File: config.mk
export PLATFORM = sky130hd
export DESIGN_NAME = multdiv_unit
export DESIGN_NICKNAME = d
export VERILOG_FILES = /design/src/rtl/multdiv_pkg.sv /design/src/rtl/multdiv_unit_booth_enc.sv /design/src/rtl/multdiv_unit.sv
export SDC_FILE = /design/constraint.sdc
export NUM_CORES = 1
export LEC_CHECK = 0
export ABC_AREA = 1
export BUFFER_PORTS_ARGS = -buffer_cell sky130_fd_sc_hd__buf_2
export CAP_MARGIN = 20
export CORE_ASPECT_RATIO = 0.9
export CORE_UTILIZATION = 42
export CTS_CLUSTER_DIAMETER = 120
export DETAILED_ROUTE_END_ITERATION = 7
export PLACE_DENSITY = 0.58
export SLEW_MARGIN = 20
export SYNTH_ARGS = -nofsm -noshare
export SYNTH_HDL_FRONTEND = slang
export SYNTH_SLANG_ARGS = --single-unit
File: constraint.sdc
create_clock -name clock -period 8.4 [get_ports clock]
set_input_delay 0.84 -clock clock [delete_from_list [all_inputs] [get_ports clock]]
set_output_delay 0.84 -clock clock [all_outputs]
set_load 0.01 [all_outputs]
File: src/rtl/multdiv_pkg.sv
// multdiv_pkg: shared FSM encoding, ALU opcodes and helpers for the multiply/divide unit.
package multdiv_pkg;
  typedef enum logic [1:0] {IDLE = 2'd0, MULT = 2'd1, DIV = 2'd2, DONE = 2'd3} state_t;
  localparam logic [4:0] ALU_MUL = 5'b00110;
  localparam logic [4:0] ALU_DIV = 5'b00111;
  function automatic logic [63:0] min_int(input int w);
    return 64'd1 << (w - 1);
  endfunction
endpackage

File: src/rtl/multdiv_unit_booth_enc.sv
// booth_radix4_enc: maps a radix-4 Booth triplet {b[i+1], b[i], b[i-1]} to {zero, neg, two}.
module booth_radix4_enc (
  input  logic [2:0] i_bits,
  output logic       o_zero,
  output logic       o_neg,
  output logic       o_two
);
  always_comb begin
    o_zero = (i_bits == 3'b000) || (i_bits == 3'b111);
    o_two  = (i_bits == 3'b011) || (i_bits == 3'b100);
    o_neg  = i_bits[2] && !o_zero;
  end
endmodule

File: src/rtl/multdiv_unit.sv
// multdiv_unit: multi-cycle signed radix-4 Booth multiplier / non-restoring divider sharing one datapath.
// Define MULTDIV_REMAINDER_EN to add the data_remainder output and its correction logic.
module multdiv_unit
  import multdiv_pkg::*;
#(
  parameter int WIDTH = 32,
  parameter int CNT_W = 6
) (
  input  logic             clock,
  input  logic             reset,
  input  logic             ctrl_MULT,
  input  logic             ctrl_DIV,
  input  logic [WIDTH-1:0] data_operandA,
  input  logic [WIDTH-1:0] data_operandB,
  output logic [WIDTH-1:0] data_result,
  output logic             data_exception,
  output logic             data_resultRDY,
`ifdef MULTDIV_REMAINDER_EN
  output logic [WIDTH-1:0] data_remainder,
`endif
  output logic             busy
);
  localparam logic [WIDTH-1:0] MIN_INT = WIDTH'(min_int(WIDTH));
  state_t             r_state;
  logic [CNT_W-1:0]   r_cnt;
  logic [WIDTH+1:0]   r_acc;
  logic [WIDTH-1:0]   r_lo, r_m;
  logic               r_prev, r_neg_q, r_ovf, r_bz;
  logic               w_start, w_zero, w_neg, w_two, w_last, w_mexc;
  logic [WIDTH+1:0]   w_m_ext, w_pm, w_pp, w_msum, w_d, w_rsh, w_rnew;
  logic [WIDTH-1:0]   w_abs_a, w_abs_b, w_quot;
  logic [2*WIDTH-1:0] w_prod;
  logic [WIDTH:0]     w_top;
`ifdef MULTDIV_REMAINDER_EN
  logic               r_neg_r;
  logic [WIDTH+1:0]   w_rfix;
  logic [WIDTH-1:0]   w_rem;
`endif

  booth_radix4_enc u_enc (
    .i_bits({r_lo[1:0], r_prev}),
    .o_zero(w_zero),
    .o_neg (w_neg),
    .o_two (w_two)
  );

  always_comb begin
    w_start = ctrl_MULT || ctrl_DIV;
    w_abs_a = data_operandA[WIDTH-1] ? -data_operandA : data_operandA;
    w_abs_b = data_operandB[WIDTH-1] ? -data_operandB : data_operandB;
    w_m_ext = {{2{r_m[WIDTH-1]}}, r_m};
    w_pm    = w_two ? (w_m_ext << 1) : w_m_ext;
    w_pp    = w_zero ? '0 : (w_neg ? -w_pm : w_pm);
    w_msum  = r_acc + w_pp;
    // divider works on magnitudes, so the divisor is zero-extended
    w_d     = {2'b00, r_m};
    w_rsh   = {r_acc[WIDTH:0], r_lo[WIDTH-1]};
    w_rnew  = w_rsh[WIDTH+1] ? w_rsh + w_d : w_rsh - w_d;
    w_prod  = {r_acc[WIDTH-1:0], r_lo};
    w_top   = w_prod[2*WIDTH-1:WIDTH-1];
    w_mexc  = !((&w_top) || !(|w_top));
    w_quot  = r_neg_q ? -r_lo : r_lo;
    w_last  = (r_state == MULT) ? (r_cnt == CNT_W'(WIDTH / 2))
            : (r_state == DIV) && (r_bz || r_cnt == CNT_W'(WIDTH));
`ifdef MULTDIV_REMAINDER_EN
    w_rfix  = r_acc[WIDTH+1] ? r_acc + w_d : r_acc;
    w_rem   = r_neg_r ? -w_rfix[WIDTH-1:0] : w_rfix[WIDTH-1:0];
`endif
  end

  always_ff @(posedge clock or negedge reset) begin
    if (!reset) begin
      r_state        <= IDLE;
      r_cnt          <= '0;
      r_acc          <= '0;
      r_lo           <= '0;
      r_m            <= '0;
      r_prev         <= 1'b0;
      r_neg_q        <= 1'b0;
      r_ovf          <= 1'b0;
      r_bz           <= 1'b0;
      data_result    <= '0;
      data_exception <= 1'b0;
      data_resultRDY <= 1'b0;
      busy           <= 1'b0;
`ifdef MULTDIV_REMAINDER_EN
      r_neg_r        <= 1'b0;
      data_remainder <= '0;
`endif
    end else begin
      data_resultRDY <= 1'b0;
      if (w_start) begin
        r_state        <= ctrl_MULT ? MULT : DIV;
        r_cnt          <= '0;
        r_acc          <= '0;
        r_lo           <= ctrl_MULT ? data_operandB : w_abs_a;
        r_m            <= ctrl_MULT ? data_operandA : w_abs_b;
        r_prev         <= 1'b0;
        r_neg_q        <= data_operandA[WIDTH-1] ^ data_operandB[WIDTH-1];
        r_ovf          <= (data_operandA == MIN_INT) && (&data_operandB);
        r_bz           <= ~|data_operandB;
        data_result    <= '0;
        data_exception <= 1'b0;
        busy           <= 1'b0;
`ifdef MULTDIV_REMAINDER_EN
        r_neg_r        <= data_operandA[WIDTH-1];
        data_remainder <= '0;
`endif
      end else if (r_state == MULT || r_state == DIV) begin
        if (w_last) begin
          r_state        <= DONE;
          data_resultRDY <= 1'b1;
          busy           <= 1'b0;
          data_result    <= (r_state == MULT) ? r_lo : (r_bz ? '0 : w_quot);
          data_exception <= (r_state == MULT) ? w_mexc : (r_bz || r_ovf);
`ifdef MULTDIV_REMAINDER_EN
          data_remainder <= (r_state == MULT || r_bz) ? '0 : w_rem;
`endif
        end else begin
          busy  <= 1'b1;
          r_cnt <= r_cnt + 1'b1;
          if (r_state == MULT) begin
            r_acc  <= {{2{w_msum[WIDTH+1]}}, w_msum[WIDTH+1:2]};
            r_lo   <= {w_msum[1:0], r_lo[WIDTH-1:2]};
            r_prev <= r_lo[1];
          end else begin
            r_acc <= w_rnew;
            r_lo  <= {r_lo[WIDTH-2:0], ~w_rnew[WIDTH+1]};
          end
        end
      end else if (r_state == DONE) begin
        r_state <= IDLE;
      end
    end
  end
endmodule

==> results of run 1 <==
per-layer routing:
metal | part of all wire, % | global-route usage [%] | wire, um | up-vias
met5 | 0.17 | 1.478 | 121 | -
met4 | 1.5 | 7.330 | 1086 | 8
met3 | 13 | 11.42 | 8900 | 66
met2 | 37 | 44.41 | 26020 | 1004
met1 | 49 | 55.86 | 34680 | 9297
li1 | - | - | - | 9370
sequential cells by signal, summed over array words and instances (netlist names), 2 cells and up:
register,flops
r_state,2
r_cnt,6
r_m,32
r_lo,32
data_result,32
r_acc,34
area by class of cell:
type / count / area [um^2]
Multi-Input combinational cell: 2199 / 11230
Tap cell: 525 / 656.9
Clock buffer: 17 / 425.4
Sequential cell: 145 / 3628
Fill cell: 4217 / 20490
Timing Repair Buffer: 117 / 654.4
Clock inverter: 15 / 186.4
Inverter: 340 / 1276
kinds of logic (layout without fill, tap and decap cells):
group,Yosys count,after routing
flip-flops,145,145
adder cells (fa/ha/maj),79,79
AO/OA/AOI/OAI,674,674
buffers and inverters,428,489
XOR/XNOR,74,74
AND/OR/NAND/NOR,1372,1372
worst max path at each step:
stage                          from  cells after the start        end  slack [ns]
after global routing        r_lo[1]                     24  r_acc[27]        2.89
after detailed placement  ctrl_MULT                     10   r_cnt[4]        3.36
after CTS                   r_lo[1]                     24  r_acc[27]        3.43
final                       r_lo[1]                     24  r_acc[27]        3.34
after floorplan             r_lo[0]                     27  r_acc[33]        4.83
after global placement    ctrl_MULT                     11     r_prev        3.42
per-stage QoR:
stage / power (mW) / std cells / utilization, % / instance area [um^2]
detailed placement: 6.078 / 3324 / 45.16 / 17400
CTS: 6.906 / 3356 / 46.74 / 18020
finish: 7.100 / 3358 / 46.85 / 18060
global route: 7.627 / 3358 / 46.85 / 18060
floorplan: 4.422 / 2772 / - / 16500
global placement: 6.078 / 3324 / 45.16 / 17400
worst max-delay path: cells and delay by family (launching register included):
| kind | cells | cell delay (ns) |
|---|---|---|
| fa+ha+maj | 2 | 0.65 |
| flops | 1 | 0.46 |
| simple gates | 15 | 2.04 |
| compound gates | 4 | 0.96 |
| buf+inv | 3 | 0.81 |
layout by cell type, fill, tap and decap left out, types with 3 or more instances in the layout:
master	Yosys	routed
o21a_1	8	8
nand3_1	208	208
buf_2	9	101
nor3_1	28	28
a21o_1	10	10
o21ai_2	15	15
a21boi_0	9	9
clkinv_1	3	3
ha_1	77	76
nor2_2	6	6
nor4_1	29	29
o21ai_0	286	286
nand3b_1	5	5
o21bai_1	13	13
nand2_1	663	663
xor2_1	69	69
nor2_1	340	339
inv_8	0	5
or2_2	13	13
clkbuf_16	0	17
o22ai_1	6	6
buf_4	2	13
o21ai_1	37	37
a22oi_1	13	13
o31ai_1	11	11
nand2_2	9	9
inv_1	330	329
and3_1	3	3
o221ai_1	15	15
o211ai_1	15	15
a22o_1	6	6
a21oi_1	206	206
inv_2	7	8
dfrtp_1	145	145
xnor2_1	5	5
nand4_1	62	62
clkinv_8	0	5
a31oi_1	16	16
power groups by stage:
stage	Clock, mW	Sequential [mW]	Combinational [mW]
final	0.799	1.22	5.08
after global routing	0.838	1.23	5.56
after CTS	0.810	1.19	4.91
after detailed placement	0	1.20	4.88
after global placement	0	1.20	4.88
after floorplan	0	1.06	3.36
==> impl_metrics.yaml, run 1 <==
yosys:
  synth-main-ff-cell: "dfrtp_1"
  synth_nets: 2919
  synth_compound_gate_area_share_pct: 22.88
  synth_edf_count: 0
  synth_area_leader_cell: "dfrtp_1"
  synth_area_leaders: "dfrtp_1, nand2_1, o21ai_0"
  synthMuxAreaShare_pct: 0
  syn_area_um2: 16500
  synth-simple-area-share_pct: 35.09
  yosysMostFrequentCell: "nand2_1"
  synthAdderAreaFrac_pct: 6.081
  yosysWarningCount: 0
  avgSynthCellArea_um2: 5.953
  netlist-cell-type-count: 51
  synth_top_area_share_pct: 21.99
  async_flop_share_pct: 100.0
  seq_area_frac_synth_pct: 21.99
  synth_common_cells: "nand2_1, nor2_1, inv_1"
  synth_cells: 2772
  synth-xor-area-share_pct: 3.928
  synth_top_family_by_area: "simple AND/OR/NAND/NOR gates"
  ys_seq_elements: 145
worst_setup_path:
  crit_slowest_cell: "o21ai_0"
  cp_common_cell: "nand2_1"
  arrival_ns: 5.40
  r2r-start: "r_lo[1]"
  ff2ff_setup_slack_ns: 3.34
  setup.worst_path.class: "reg2reg"
  path_cells: "inv_2, nand2_2, nand2_2, buf_4, nand2_1, o21ai_0, ha_1, nand3_1, nor2_1, nand4_1, nand2_1, o21ai_0, o21ai_0, inv_1, ha_1, nand2_1, nor2_1, nand2_1, o21ai_0, nand4_1, nand3_1, nand3_1, nand3_1, nand2_1"
  worst_setup_path_end_kind: "register"
  worstSetupStartpointType: "register"
  worstPathRequired_ns: 8.75
  r2r-end: "r_acc[27]"
  reg2reg_depth: 24
  max_stage_delay_ns: 0.53
  cp_max_fo: 66
power_and_ir_drop:
  p_comb_share_pct: 71.6
  pwr-share-seq_pct: 17.1
  clkPwrFrac_pct: 11.3
  p_int_mw: 2.732
  p_switching_mw: 4.368
  cellPowerDensity_nw_per_um2: 393.2
  power_leakage_nw: 8.945
  vdd_drop_max_v: 0.0002096
  sw_frac_of_total_pct: 61.52
cts:
  cts_max_level: 4
  path_clk_slew_ns: 0.08
  cts_resized: 0
  cts.sinks: 145
  cts_setup_buffers: 0
  clockBufferDepth: 2
  cts_made_buffers: 17
  insertion_delay_ns: 0.47
  hold_buffers: 0
  root_buffer: "clkbuf_16"
  cts_tree: "yes"
global_route:
  grt_max_degree: 79
  grt.overflow.total: 0
  grt_usage_pct: 35.28
  grt_pass1_vias: 17444
  grt_antenna_before_repair: 3
  grt_pass1_wl_mm: 106.1
place:
  place_congestion: 1.009
  portBuffers: 102
  dp_hpwl_mm: 57.87
  place_ws_ns: 3.356
drt:
  vias: 19745
  drtIter0Drc: 2277
  wl_per_cell_um: 21.09
  drc: 0
  drt-total-wl_mm: 70.81
  ant_nets: 0
  firstDrtPassIters: 6
  drt-vias-per-instance: 5.880
timing:
  period_share_pct: 60.20
  maxSlewViolCount: 0
  whs_ns: 0.3927
  clock.fmax_mhz: 197.7
  worst_pin_slew_ns: 1.038
  period_needed_ns: 5.057
  rsz0062_at_grt: "no"
  setup_viol: 0
  max-slew-margin-rel_pct: 30.69
  final.setup.tns_ns: 0
  hold_viol: 0
  final.setup.worst_slack_ns: 3.343
  clock_skew_ns: 0.01692
floorplanning:
  start_util_pct: 42.82
  die_y_um: 190.0
  rows: 68
  die_w_um: 210.9
  die-area_um2: 40090
  io_pins: 103
  coreArea_um2: 38540
run_status:
  status: "complete, no violations"
hold_path:
  hp-class: "in2async"
layout:
  n_antenna_cell: 0
  final_layout_size_suffix_gt1_share_pct: 7.271
  area_delta_synth_final_pct: 9.417
  finalNetCount: 2967
run:
  drv_cap: 0
No activity file was read; power rests on OpenSTA's default activity.
==> run 2: changes to the inputs <==
- clock period: 8.4 -> 5.1 ns (I/O delays scaled with it)
==> run 2 against run 1 <==
Sequential share of layout area decreased by 0.093 points. Non-clock buffer count increased by 14. Global-route usage increased by 0.32 points. Die area unchanged. First-iteration DRC count increased by 5.4%. Utilization increased by 0.22 points. Routed wire length increased by 1.6%. Critical path type unchanged.
==> impl_metrics.yaml, run 2 (synthesis gave the netlist of run 1 again) <==
layout:
  utilization_pct: 47.07
  layout_common_cells: "nand2_1, nor2_1, inv_1"
  largest_reg_flops: 34
  largest-register: "r_acc"
  finalNetCount: 2981
  area_delta_synth_final_pct: 9.925
  layout_commonest_cell: "nand2_1"
  final_layout_size_suffix_gt1_share_pct: 7.657
place:
  portBuffers: 102
  place_congestion: 1.069
  dp_hpwl_mm: 58.36
  place_ws_ns: 0.3395
worst_setup_path:
  worst-path-stages: 19
  crit_slowest_cell: "nor4_1"
  path_buf_inv: 1
  timing.critical_path.from: "r_lo[0]"
  worstPathRequired_ns: 5.46
  r2r-end: "r_acc[19]"
  arrival_ns: 5.16
  reg2reg_depth: 19
  setup.worst_path.class: "reg2reg"
  worstSetupStartpointType: "register"
  worst_setup_path_end_kind: "register"
  ff2ff_setup_slack_ns: 0.31
  path_cells: "o21ai_1, nand2_4, o21ai_0, ha_1, nand3_1, nor2_1, nand4_1, nand2_1, o21ai_1, o21ai_0, inv_1, ha_1, nand2_1, nor4_1, o21ai_0, nand4_1, nand3_1, nand3_1, nand2_1"
  cp_max_fo: 28
  critPathTopFamily: "simple AND/OR/NAND/NOR gates"
  r2r-start: "r_lo[0]"
  max_stage_delay_ns: 0.59
  cp-endpoint: "r_acc[19]"
floorplanning:
  io_pins: 103
  start_util_pct: 42.82
  die_w_um: 210.9
  coreArea_um2: 38540
  rows: 68
  die-area_um2: 40090
  die_y_um: 190.0
drt:
  ant_nets: 0
  drt-total-wl_mm: 71.93
  vias: 19949
  wl_per_cell_um: 21.33
  drtIter0Drc: 2401
  drt-vias-per-instance: 5.914
  drc: 0
  firstDrtPassIters: 7
global_route:
  grt_busiest_layer: "met1"
  grt_pass1_wl_mm: 107.0
  grt_max_degree: 80
  grt_usage_pct: 35.60
  grt_use_met1_pct: 56.21
  grt_antenna_before_repair: 3
  globalRouteMet2Util_pct: 45.51
  met3_usage_pct: 10.32
  grt_pass1_vias: 17574
  grt.overflow.total: 0
timing:
  final.setup.worst_slack_ns: 0.3089
  period_share_pct: 93.94
  rsz0062_at_grt: "no"
  maxSlewViolCount: 0
  worst_pin_slew_ns: 0.9982
  max-slew-margin-rel_pct: 33.38
  final.setup.tns_ns: 0
  period_needed_ns: 4.791
  clock.fmax_mhz: 208.7
  setup_viol: 0
  clock_skew_ns: 0.01823
  hold_viol: 0
power_and_ir_drop:
  cellPowerDensity_nw_per_um2: 646.3
  power_leakage_nw: 9.002
  total_power_mw: 11.72
  vdd_drop_max_v: 0.0004189
cts:
  root_buffer: "clkbuf_16"
  clockBufferDepth: 2
  cts_max_level: 4
  cts_made_buffers: 17
  path_clk_slew_ns: 0.08
  cts.sinks: 145
  insertion_delay_ns: 0.47
  cts_tree: "yes"
  cts_setup_buffers: 0
run_status:
  status: "complete, no violations"
hold_path:
  hp-class: "in2reg"
run:
  drv_cap: 0
[run 2: changes by cell type in the layout (fill, tap and decap cells not counted)]
cell,change
inv_12,-1
clkbuf_1,+1
inv_8,-2
clkinv_8,-3
buf_4,+14
diode_2,+1
nand2_4,+1
buf_12,-1
dlygate4sd3_1,+1
clkinv_4,+1
nand2_2,-1
bufinv_16,+1
inv_6,+3
[run 2: layer usage]
layer,share of wire (%),vias to the layer above,routed length (um)
met5,0.032,-,23
met4,2.0,2,1431
met3,13,93,9267
met2,37,1073,26820
met1,48,9368,34390
li1,-,9413,-
[run 2: worst min-delay path by stage]
stage               slack, ns               to        startpoint  depth (start not counted)
floorplan                0.21             busy             reset                          0
finish                   0.38           r_m[3]  data_operandA[3]                          3
global route             0.39           r_m[3]  data_operandA[3]                          3
detailed placement       0.46  data_result[19]   data_result[19]                          2
CTS                      0.35           r_m[3]  data_operandA[3]                          3
global placement         0.46  data_result[27]   data_result[27]                          2
[run 2: where the power goes]
part	switching, mW	internal (mW)
sequential	0.618	1.44
clock	0.621	0.697
combinational	5.88	2.47
[run 2: cell type report]
cell class                      count  area (um^2)
Antenna cell                        1        2.502
Sequential cell                   145         3628
Clock inverter                     14        163.9
Timing Repair Buffer              131        749.5
Inverter                          340         1276
Clock buffer                       18        429.2
Tap cell                          525        656.9
Multi-Input combinational cell   2199        11230
Fill cell                        4234        20400
[run 2: worst min-delay path, delay by kind of cell]
kind,cells,cell delay (ns)
buf+inv,1,0.15
simple gates,1,0.07
compound gates,1,0.06
[run 2: timing repair]
action                     4_1_cts  5_1_grt
hold endpoints to repair         8        0
setup endpoints to repair        0        8
gates resized for setup          0        1
hold buffers                     1        0
[run 2: per-stage QoR]
stage / hold WS [ns] / instance area (um^2) / std cells
floorplan: 0.2144 / 16500 / 2772
detailed placement: 0.4647 / 17530 / 3339
global placement: 0.4591 / 17530 / 3339
finish: 0.3793 / 18140 / 3373
CTS: 0.3505 / 18130 / 3372
global route: 0.3896 / 18140 / 3372
==> run 3: changes to the inputs <==
- PLACE_DENSITY: 0.58 -> 0.6
- clock period: 5.1 -> 4.34 ns (I/O delays scaled with it)
==> run 3 against run 2 <==
Routed wire length is 0.51% higher. Clock skew is 0.0045 ns lower. Highest routed layer unchanged. Utilization is 1.5 points higher. Critical path type unchanged. Sequential cell count stayed put. Non-clock buffer count is 35 higher. Clock power is 17% higher.
==> impl_metrics.yaml, run 3 (synthesis gave the netlist of run 1 again) <==
layout:
  largest_reg_flops: 34
  area_delta_synth_final_pct: 13.35
  largest-register: "r_acc"
  finalNetCount: 3016
  fin_area_um2: 18710
  seq_area_um2: 3628
  final_layout_size_suffix_gt1_share_pct: 10.96
  fillCellCount: 4167
  layout_common_cells: "nand2_1, inv_1, nor2_1"
  multi_input_area_um2: 11500
  layout_commonest_cell: "nand2_1"
timing:
  clock.fmax_mhz: 236.8
  period_share_pct: 97.32
  setup_viol: 0
  rsz0062_at_grt: "yes"
  clock_skew_ns: 0.01378
  maxSlewViolCount: 0
  hold_viol: 0
  final.setup.worst_slack_ns: 0.1163
  worst_pin_slew_ns: 0.9426
  period_needed_ns: 4.224
  max-slew-margin-rel_pct: 36.50
drt:
  wl_per_cell_um: 21.21
  ant_nets: 0
  vias: 19894
  drtIter0Drc: 2163
  firstDrtPassIters: 5
  drc: 0
  drt-total-wl_mm: 72.30
  drt-vias-per-instance: 5.837
worst_setup_path:
  timing.critical_path.from: "r_m[1]"
  worst_setup_path_end_kind: "register"
  worstPathRequired_ns: 4.69
  r2r-start: "r_m[1]"
  worstSetupStartpointType: "register"
  cp_max_fo: 5
  setup.worst_path.class: "reg2reg"
  arrival_ns: 4.58
  reg2reg_depth: 19
  ff2ff_setup_slack_ns: 0.12
  r2r-end: "r_acc[29]"
global_route:
  globalRouteMet2Util_pct: 47.06
  met3_usage_pct: 7.148
  grt_pass1_vias: 17332
  grt_use_met1_pct: 58.53
  grt_usage_pct: 35.75
  grt_antenna_before_repair: 2
  grt_max_degree: 77
  grt_pass1_wl_mm: 108.1
  grt_busiest_layer: "met1"
  grt.overflow.total: 0
floorplanning:
  die-area_um2: 40090
  start_util_pct: 42.82
  coreArea_um2: 38540
  io_pins: 103
  die_w_um: 210.9
  rows: 68
  die_y_um: 190.0
place:
  portBuffers: 102
  place_ws_ns: -0.08071
  place_congestion: 1.050
  dp_hpwl_mm: 59.08
  post_dp_cell_area_um2: 17760
cts:
  cts_made_buffers: 17
  hold_buffers: 0
  path_clk_slew_ns: 0.08
  cts_tree: "yes"
  cts_max_level: 4
  insertion_delay_ns: 0.47
  root_buffer: "clkbuf_16"
  cts.sinks: 145
  clockBufferDepth: 2
power_and_ir_drop:
  cellPowerDensity_nw_per_um2: 778.2
  power_leakage_nw: 9.252
  vdd_drop_max_v: 0.0003665
hold_path:
  hp-class: "in2async"
run_status:
  status: "complete, no violations"
run:
  drv_cap: 0
-- run 3: cell type report --
class / instances / share of cell area [%]
sequential: 145 / 19.40
inverter: 340 / 6.823
tap: 525 / 3.512
antenna: 1 / 0.01338
timing repair buffer: 166 / 5.545
clock buffer: 18 / 2.348
multi-input combinational: 2199 / 61.51
clock inverter: 14 / 0.8562
-- run 3: critical path, cell delays in order, from the launching register on --
cell	delay, ns
dfrtp_1	0.41
inv_1	0.14
ha_1	0.19
nand2_1	0.06
nor2_1	0.13
nand3_1	0.14
nor2_2	0.19
nand3_2	0.19
o41ai_1	0.43
xor2_1	0.41
ha_1	0.38
a21oi_1	0.25
o21ai_0	0.24
a21oi_2	0.28
o21a_1	0.17
nand2_1	0.05
nand2_1	0.05
nand3_1	0.18
nand3_1	0.15
nand2_1	0.06
-- run 3: repair_timing --
action,4_1_cts,5_1_grt
setup buffers,0,6
pin swaps,0,10
cloned,0,1
endpoints found under the setup margin,5,26
gates resized for setup,2,84
-- run 3: per-stage QoR --
step	hold WS, ns	std cells	TNS, ns	total power, mW	utilization [%]
after floorplan	0.1384	2772	0	8.559	-
after global placement	0.4597	3368	-0.2832	12.16	46.08
after detailed placement	0.4599	3368	-0.2395	12.14	46.08
after CTS	0.04589	3400	0	13.75	47.66
after global routing	0.05941	3407	-0.4404	15.56	48.53
final	0.003972	3408	0	14.56	48.53
-- run 3: worst max path at each step --
stage,end,slack (ns),cells past startpoint
final,r_acc[29],0.12,19
after global routing,r_acc[30],-0.09,20
after CTS,r_acc[21],0.009,21
after detailed placement,r_acc[21],-0.08,21
after global placement,r_acc[21],-0.16,21
after floorplan,r_acc[33],0.77,27
-- run 3: per-layer routing --
layer,share of wire [%],wire length (um)
met5,0.015,11
met4,0.99,718
met3,11,8096
met2,38,27480
met1,50,35990
-- run 3: report_power, final --
part / leakage, nW / total (mW) / switching [mW] / internal [mW]
registers: 1.86 / 2.38 / 0.687 / 1.69
clock network: 0.293 / 1.55 / 0.718 / 0.833
logic: 7.10 / 10.6 / 7.32 / 3.31
